**src/rtl/egress_port_reader.sv**
```systemverilog
// Per-port egress engine: queues frame start pointers, walks each frame's cell chain and streams it to the MAC.
// Define EGRESS_IFG_EN to insert IFG_CYCLES idle cycles (GAP state) after each completed frame.

package mem_pkg;
  localparam int ADDR_W = 8;
endpackage

module egress_port_reader #(
  parameter int ADDR_W      = mem_pkg::ADDR_W,
  parameter int DATA_W      = 8,
  parameter int QUEUE_DEPTH = 16,
  parameter int IFG_CYCLES  = 12
) (
  input  logic                             clk,
  input  logic                             rst_n,
  input  logic                             write_req_i,
  input  logic [ADDR_W-1:0]                start_ptr_i,
  output logic                             queue_full_o,
  output logic [$clog2(QUEUE_DEPTH+1)-1:0] queue_count_o,
  output logic                             drop_o,
  output logic                             mem_rd_en_o,
  output logic [ADDR_W-1:0]                mem_rd_addr_o,
  input  logic                             mem_rd_valid_i,
  input  logic [DATA_W-1:0]                mem_rd_data_i,
  input  logic                             mem_rd_eop_i,
  input  logic [ADDR_W-1:0]                mem_rd_next_ptr_i,
  output logic [DATA_W-1:0]                tx_data_o,
  output logic                             tx_valid_o,
  output logic                             tx_last_o,
  input  logic                             tx_ready_i,
  output logic                             frame_done_o,
  output logic [ADDR_W-1:0]                frame_done_ptr_o,
  output logic [2:0]                       dbg_state
);

  localparam int PTR_W = (QUEUE_DEPTH > 1) ? $clog2(QUEUE_DEPTH) : 1;
  localparam int CNT_W = $clog2(QUEUE_DEPTH + 1);
  localparam logic [CNT_W-1:0] FULL_CNT = CNT_W'(QUEUE_DEPTH);

  typedef enum logic [2:0] {
    S_IDLE  = 3'd0,
    S_FETCH = 3'd1,
    S_WAIT  = 3'd2,
    S_SEND  = 3'd3,
    S_DONE  = 3'd4
`ifdef EGRESS_IFG_EN
    ,
    S_GAP   = 3'd5
`endif
  } state_t;

  state_t state, state_nxt;

  logic [ADDR_W-1:0] fifo_mem [QUEUE_DEPTH];
  logic [PTR_W-1:0]  wr_ptr, rd_ptr;
  logic [CNT_W-1:0]  count, count_nxt;
  logic              full_q, drop_q;
  logic              push, pop;

  logic [ADDR_W-1:0] cur_ptr, start_reg, next_reg;
  logic [DATA_W-1:0] data_reg;
  logic              eop_reg;

  // Full/drop decisions use the pre-cycle count, so a same-cycle pop never rescues a push into a full queue.
  assign push = write_req_i && (count != FULL_CNT);
  assign pop  = (state == S_IDLE) && (count != '0);

  always_comb begin
    count_nxt = count;
    if (push && !pop) begin
      count_nxt = count + CNT_W'(1);
    end else if (!push && pop) begin
      count_nxt = count - CNT_W'(1);
    end
  end

  always_ff @(posedge clk or negedge rst_n) begin
    if (!rst_n) begin
      wr_ptr <= '0;
      rd_ptr <= '0;
      count  <= '0;
      full_q <= 1'b0;
      drop_q <= 1'b0;
    end else begin
      if (push) wr_ptr <= wr_ptr + PTR_W'(1);
      if (pop)  rd_ptr <= rd_ptr + PTR_W'(1);
      count  <= count_nxt;
      full_q <= (count_nxt == FULL_CNT);
      drop_q <= write_req_i && (count == FULL_CNT);
    end
  end

  always_ff @(posedge clk) begin
    if (push) fifo_mem[wr_ptr] <= start_ptr_i;
  end

  assign queue_count_o = count;
  assign queue_full_o  = full_q;
  assign drop_o        = drop_q;

  always_ff @(posedge clk or negedge rst_n) begin
    if (!rst_n) begin
      cur_ptr   <= '0;
      start_reg <= '0;
      next_reg  <= '0;
      data_reg  <= '0;
      eop_reg   <= 1'b0;
    end else begin
      if (pop) begin
        cur_ptr   <= fifo_mem[rd_ptr];
        start_reg <= fifo_mem[rd_ptr];
      end
      if ((state == S_WAIT) && mem_rd_valid_i) begin
        data_reg <= mem_rd_data_i;
        eop_reg  <= mem_rd_eop_i;
        next_reg <= mem_rd_next_ptr_i;
      end
      if ((state == S_SEND) && tx_ready_i && !eop_reg) begin
        cur_ptr <= next_reg;
      end
    end
  end

`ifdef EGRESS_IFG_EN
  localparam int GAP_W = (IFG_CYCLES > 1) ? $clog2(IFG_CYCLES) : 1;
  logic [GAP_W-1:0] gap_cnt;

  always_ff @(posedge clk or negedge rst_n) begin
    if (!rst_n) begin
      gap_cnt <= '0;
    end else if (state == S_DONE) begin
      gap_cnt <= GAP_W'(IFG_CYCLES - 1);
    end else if ((state == S_GAP) && (gap_cnt != '0)) begin
      gap_cnt <= gap_cnt - GAP_W'(1);
    end
  end
`else
  logic ifg_unused;
  assign ifg_unused = (IFG_CYCLES != 0);
`endif

  always_ff @(posedge clk or negedge rst_n) begin
    if (!rst_n) state <= S_IDLE;
    else        state <= state_nxt;
  end

  always_comb begin
    state_nxt = state;
    case (state)
      S_IDLE:  if (count != '0) state_nxt = S_FETCH;
      S_FETCH: state_nxt = S_WAIT;
      S_WAIT:  if (mem_rd_valid_i) state_nxt = S_SEND;
      S_SEND:  if (tx_ready_i) state_nxt = eop_reg ? S_DONE : S_FETCH;
`ifdef EGRESS_IFG_EN
      S_DONE:  state_nxt = (IFG_CYCLES > 0) ? S_GAP : S_IDLE;
      S_GAP:   if (gap_cnt == '0) state_nxt = S_IDLE;
`else
      S_DONE:  state_nxt = S_IDLE;
`endif
      default: state_nxt = S_IDLE;
    endcase
  end

  // tx handshake: a beat transfers on a cycle with tx_valid_o && tx_ready_i; once raised, tx_valid_o,
  // tx_data_o and tx_last_o hold until that transfer, and tx_ready_i has no effect while tx_valid_o is low.
  always_comb begin
    mem_rd_en_o      = 1'b0;
    mem_rd_addr_o    = '0;
    tx_valid_o       = 1'b0;
    tx_data_o        = '0;
    tx_last_o        = 1'b0;
    frame_done_o     = 1'b0;
    frame_done_ptr_o = '0;
    case (state)
      S_FETCH: begin
        mem_rd_en_o   = 1'b1;
        mem_rd_addr_o = cur_ptr;
      end
      S_SEND: begin
        tx_valid_o = 1'b1;
        tx_data_o  = data_reg;
        tx_last_o  = eop_reg;
      end
      S_DONE: begin
        frame_done_o     = 1'b1;
        frame_done_ptr_o = start_reg;
      end
      default: ;
    endcase
  end

  assign dbg_state = state;

endmodule

```
**config.mk**
```make
export PLATFORM = sky130hd
export DESIGN_NAME = egress_port_reader
export DESIGN_NICKNAME = d
export VERILOG_FILES = /design/src/rtl/egress_port_reader.sv
export SDC_FILE = /design/constraint.sdc
export NUM_CORES = 1
export LEC_CHECK = 0
export CAP_MARGIN = 20
export CORE_MARGIN = 3
export CORE_UTILIZATION = 30
export CTS_CLUSTER_SIZE = 8
export DETAILED_ROUTE_END_ITERATION = 10
export PLACE_DENSITY_LB_ADDON = 0.1
export RECOVER_POWER = 100
export SKIP_LAST_GASP = 1
export SYNTH_ARGS = -nofsm -noshare
export SYNTH_HDL_FRONTEND = slang
export SYNTH_SLANG_ARGS = --single-unit
```
**constraint.sdc**
```tcl
create_clock -name clk -period 3.95 [get_ports clk]
set_clock_uncertainty 0.2 [all_clocks]
set_input_delay 0.9875 -clock clk [delete_from_list [all_inputs] [get_ports clk]]
set_output_delay 0.9875 -clock clk [all_outputs]
set_load 0.02 [all_outputs]
```
==> run_summary.xml <==
<?xml version="1.0" encoding="UTF-8"?>
<metrics>
  <group name="die">
    <metric name="core.rowCount" unit="">56</metric>
    <metric name="floorplan.initialDensity" unit="%">30.92</metric>
    <metric name="die_height" unit="um">162.5</metric>
    <metric name="die_area" unit="mm^2">0.02639</metric>
    <metric name="placeableCoreArea" unit="mm^2">0.02375</metric>
    <metric name="top_level_ports" unit="">68</metric>
    <metric name="die_width" unit="um">162.5</metric>
  </group>
  <group name="final_layout">
    <metric name="synthToLayoutAreaGrowth" unit="%">22.00</metric>
    <metric name="regMostFlops" unit="">fifo_mem</metric>
    <metric name="final_common_cell" unit="">edfxtp_1</metric>
    <metric name="total_area_of_multi_input_combinational_cells" unit="mm^2">0.002043</metric>
    <metric name="final_cell_mix" unit="">edfxtp_1, dfrtp_1, dlygate4sd3_1</metric>
    <metric name="largest_reg_flops" unit="">128</metric>
    <metric name="filler_cell_count" unit="">2226</metric>
    <metric name="share_of_cells_above_drive_strength_1" unit="%">17.90</metric>
    <metric name="num-nets-final" unit="">549</metric>
    <metric name="antenna-diode-count" unit="">0</metric>
    <metric name="layout.area.seq" unit="mm^2">0.005121</metric>
  </group>
  <group name="cts">
    <metric name="cts-hold-fix-buffers" unit="">0</metric>
    <metric name="postCtsSetupBuffers" unit="">0</metric>
    <metric name="clock_sink_count" unit="">179</metric>
    <metric name="clk_path_buf_depth" unit="">2</metric>
    <metric name="tritoncts" unit="">yes</metric>
    <metric name="worst_setup_hold_path_clk_slew" unit="ps">80</metric>
    <metric name="cts_resized" unit="">0</metric>
    <metric name="cts-htree-levels" unit="">4</metric>
    <metric name="worstSkewPairLatency" unit="ps">430</metric>
    <metric name="cts_inserted_buffers" unit="">17</metric>
    <metric name="clockRootBuffer" unit="">clkbuf_16</metric>
  </group>
  <group name="power">
    <metric name="swShare" unit="%">33.88</metric>
    <metric name="total_power" unit="mW">6.326</metric>
    <metric name="power.density" unit="mW/mm^2">706.2</metric>
    <metric name="leakage" unit="nW">3.205</metric>
    <metric name="netSwitchingPower" unit="mW">2.143</metric>
    <metric name="power.combinational.fraction" unit="%">31.9</metric>
    <metric name="p_int" unit="mW">4.183</metric>
    <metric name="clock_power_share" unit="%">26.2</metric>
    <metric name="power.ir.vdd_worst" unit="V">0.0002836</metric>
    <metric name="p_seq_share" unit="%">41.9</metric>
  </group>
  <group name="synth">
    <metric name="ys_async_sr_fraction" unit="%">28.49</metric>
    <metric name="ys_types" unit="">49</metric>
    <metric name="netlist_instances" unit="">428</metric>
    <metric name="yosys_warnings" unit="">0</metric>
    <metric name="synth_area" unit="mm^2">0.007343</metric>
    <metric name="synth-seq-area-share" unit="%">69.72</metric>
    <metric name="synth_flop_cell" unit="">edfxtp_1</metric>
    <metric name="postSynthAreaPerCell" unit="um^2">17.16</metric>
    <metric name="post_synth_edffs" unit="">128</metric>
    <metric name="ys_ff_latch" unit="">179</metric>
    <metric name="synth.net_count" unit="">465</metric>
  </group>
  <group name="route">
    <metric name="dr_total_vias" unit="">4023</metric>
    <metric name="post-route-drc-count" unit="">0</metric>
    <metric name="number_of_iterations_in_the_first_detailed_routing_pass" unit="">4</metric>
    <metric name="vias_per_cell" unit="">4.767</metric>
    <metric name="postRouteAntennaNets" unit="">0</metric>
    <metric name="initialDrtViolationCount" unit="">256</metric>
    <metric name="post_drt_wl_per_cell" unit="um">20.20</metric>
    <metric name="postRouteWirelength" unit="um">17050</metric>
  </group>
  <group name="critical_path">
    <metric name="criticalPathCategory" unit="">flip-flop to primary output</metric>
    <metric name="critical_path.endpoint_type" unit="">primary output</metric>
    <metric name="crit_fanout" unit="">12</metric>
    <metric name="crit_arrival" unit="ps">2410</metric>
    <metric name="cp_data_required_time" unit="ps">2760</metric>
    <metric name="worstSetupStartpointType" unit="">flip-flop</metric>
  </group>
  <group name="grt">
    <metric name="grt_start_max_net_pins" unit="">36</metric>
    <metric name="antenna_found_initial" unit="">0</metric>
    <metric name="grtUsageTotal" unit="%">13.53</metric>
    <metric name="global_route.overflow_total" unit="">0</metric>
    <metric name="grt_first_pass_wirelength" unit="um">26560</metric>
    <metric name="first_global_vias" unit="">4333</metric>
  </group>
  <group name="run_status">
    <metric name="violations" unit="">max-capacitance violations, max-slew violations</metric>
    <metric name="run_status" unit="">finished, violations left</metric>
  </group>
  <group name="timing">
    <metric name="totalNegativeSetupSlack" unit="ps">0</metric>
    <metric name="finalWorstSetupSlack" unit="ps">348.8</metric>
    <metric name="grt_setup_unrepaired" unit="">no</metric>
    <metric name="slew_headroom" unit="%">-22.76</metric>
    <metric name="maxSlewViolCount" unit="">44</metric>
    <metric name="setup_viol" unit="">0</metric>
    <metric name="clock.fmax" unit="GHz">0.2777</metric>
    <metric name="timing_worst_slew_pin_value" unit="ps">1841</metric>
    <metric name="hold_viol" unit="">0</metric>
    <metric name="timing.final.crit_share" unit="%">91.17</metric>
    <metric name="fin_crit" unit="ps">3601</metric>
  </group>
  <group name="placement">
    <metric name="io_buffers" unit="">67</metric>
    <metric name="preCtsSetupSlack" unit="ps">780.3</metric>
    <metric name="detailedPlacementHpwl" unit="um">11230</metric>
    <metric name="gp_routability_congestion" unit="">0.7406</metric>
  </group>
  <group name="min_path">
    <metric name="min-delay-path-class" unit="">flip-flop to flip-flop</metric>
  </group>
  <group name="run">
    <metric name="drv_cap" unit="">2</metric>
  </group>
</metrics>
## cells by family after synthesis
| group | Yosys count | share of synthesized area [%] |
|---|---|---|
| flip-flops | 179 | 69.72 |
| XOR/XNOR | 8 | 0.9542 |
| AO/OA/AOI/OAI | 63 | 6.526 |
| AND/OR/NAND/NOR | 89 | 7.105 |
| buffers and inverters | 33 | 2.079 |
| adder cells (fa/ha/maj) | 7 | 1.193 |
| multiplexers | 49 | 12.42 |
## final timing paths
path,slack (ps),depth (start not counted),end,from
min in group asynchronous,840,1,queue_count_o[4]$_DFF_PN0_,rst_n
worst max register to register,450,7,cur_ptr[1]$_DFFE_PN0P_,queue_count_o[1]$_DFF_PN0_
worst min register to register,270,1,start_reg[0]$_DFFE_PN0P_,start_reg[0]$_DFFE_PN0P_
worst max-delay path,350,4,tx_data_o[0],dbg_state[1]$_DFFE_PN0P_
max in group asynchronous,920,2,rd_ptr[0]$_DFFE_PN0P_,rst_n
worst min-delay path,270,1,start_reg[0]$_DFFE_PN0P_,start_reg[0]$_DFFE_PN0P_
## final cells by class
cell class / count / area share [%]
Clock buffer: 17 / 4.749
Clock inverter: 15 / 1.718
Inverter: 7 / 0.2933
Multi-Input combinational cell: 216 / 22.81
Sequential cell: 179 / 57.16
Tap cell: 319 / 4.455
Timing Repair Buffer: 91 / 8.813
## synthesized netlist by cell type, types with 2 or more instances
library cell,n,area share [%]
a21o_1,8,0.82
a21oi_1,12,0.82
a221o_1,8,1.1
a22oi_1,16,1.6
a31oi_1,2,0.17
and2_1,27,2.3
and3_1,2,0.17
buf_1,6,0.31
buf_2,11,0.75
buf_6,2,0.31
clkbuf_1,7,0.36
dfrtp_1,51,17
edfxtp_1,128,52
ha_1,7,1.2
inv_1,7,0.36
mux2_2,17,2.6
mux4_2,32,9.8
nand2_1,14,0.72
nand2b_1,4,0.34
nand3_1,4,0.27
nand4_1,2,0.17
nor2_1,17,0.87
nor2b_1,2,0.17
nor3_1,6,0.41
nor3b_1,2,0.20
o21ai_0,3,0.20
o31ai_1,2,0.20
xnor2_1,8,0.95
## layer usage
metal	part of all wire, %	vias up	track usage (%)
li1	-	1842	-
met1	45	2062	18.24
met2	49	108	22.24
met3	5.7	11	3.306
met4	0.82	0	3.141
met5	0	-	0
## power by group through the flow
stage	clock network (mW)	logic [mW]	registers, mW
after floorplan	0	1.49	2.60
after global placement	0	2.14	2.68
after detailed placement	0	2.16	2.70
after CTS	1.71	2.17	2.67
after global routing	1.79	2.21	2.71
final	1.66	2.02	2.65
## critical path, stage by stage, from the launching register on
cell and delay [ps]:
dfrtp_1 540, nand2_1 140, nor2_1 440, and2_1 200, dlygate4sd3_1 670
## metrics by stage
stage / cells / cell area [um^2] / util [%] / hold slack, ps
finish: 844 / 8959 / 37.72 / 270.2
global route: 844 / 8959 / 37.72 / 294.3
CTS: 844 / 9070 / 38.18 / 277.5
detailed placement: 812 / 8491 / 35.75 / 261.7
global placement: 812 / 8491 / 35.75 / 254.4
floorplan: 428 / 7343 / - / 241.2
No activity file was read; power rests on OpenSTA's default activity.
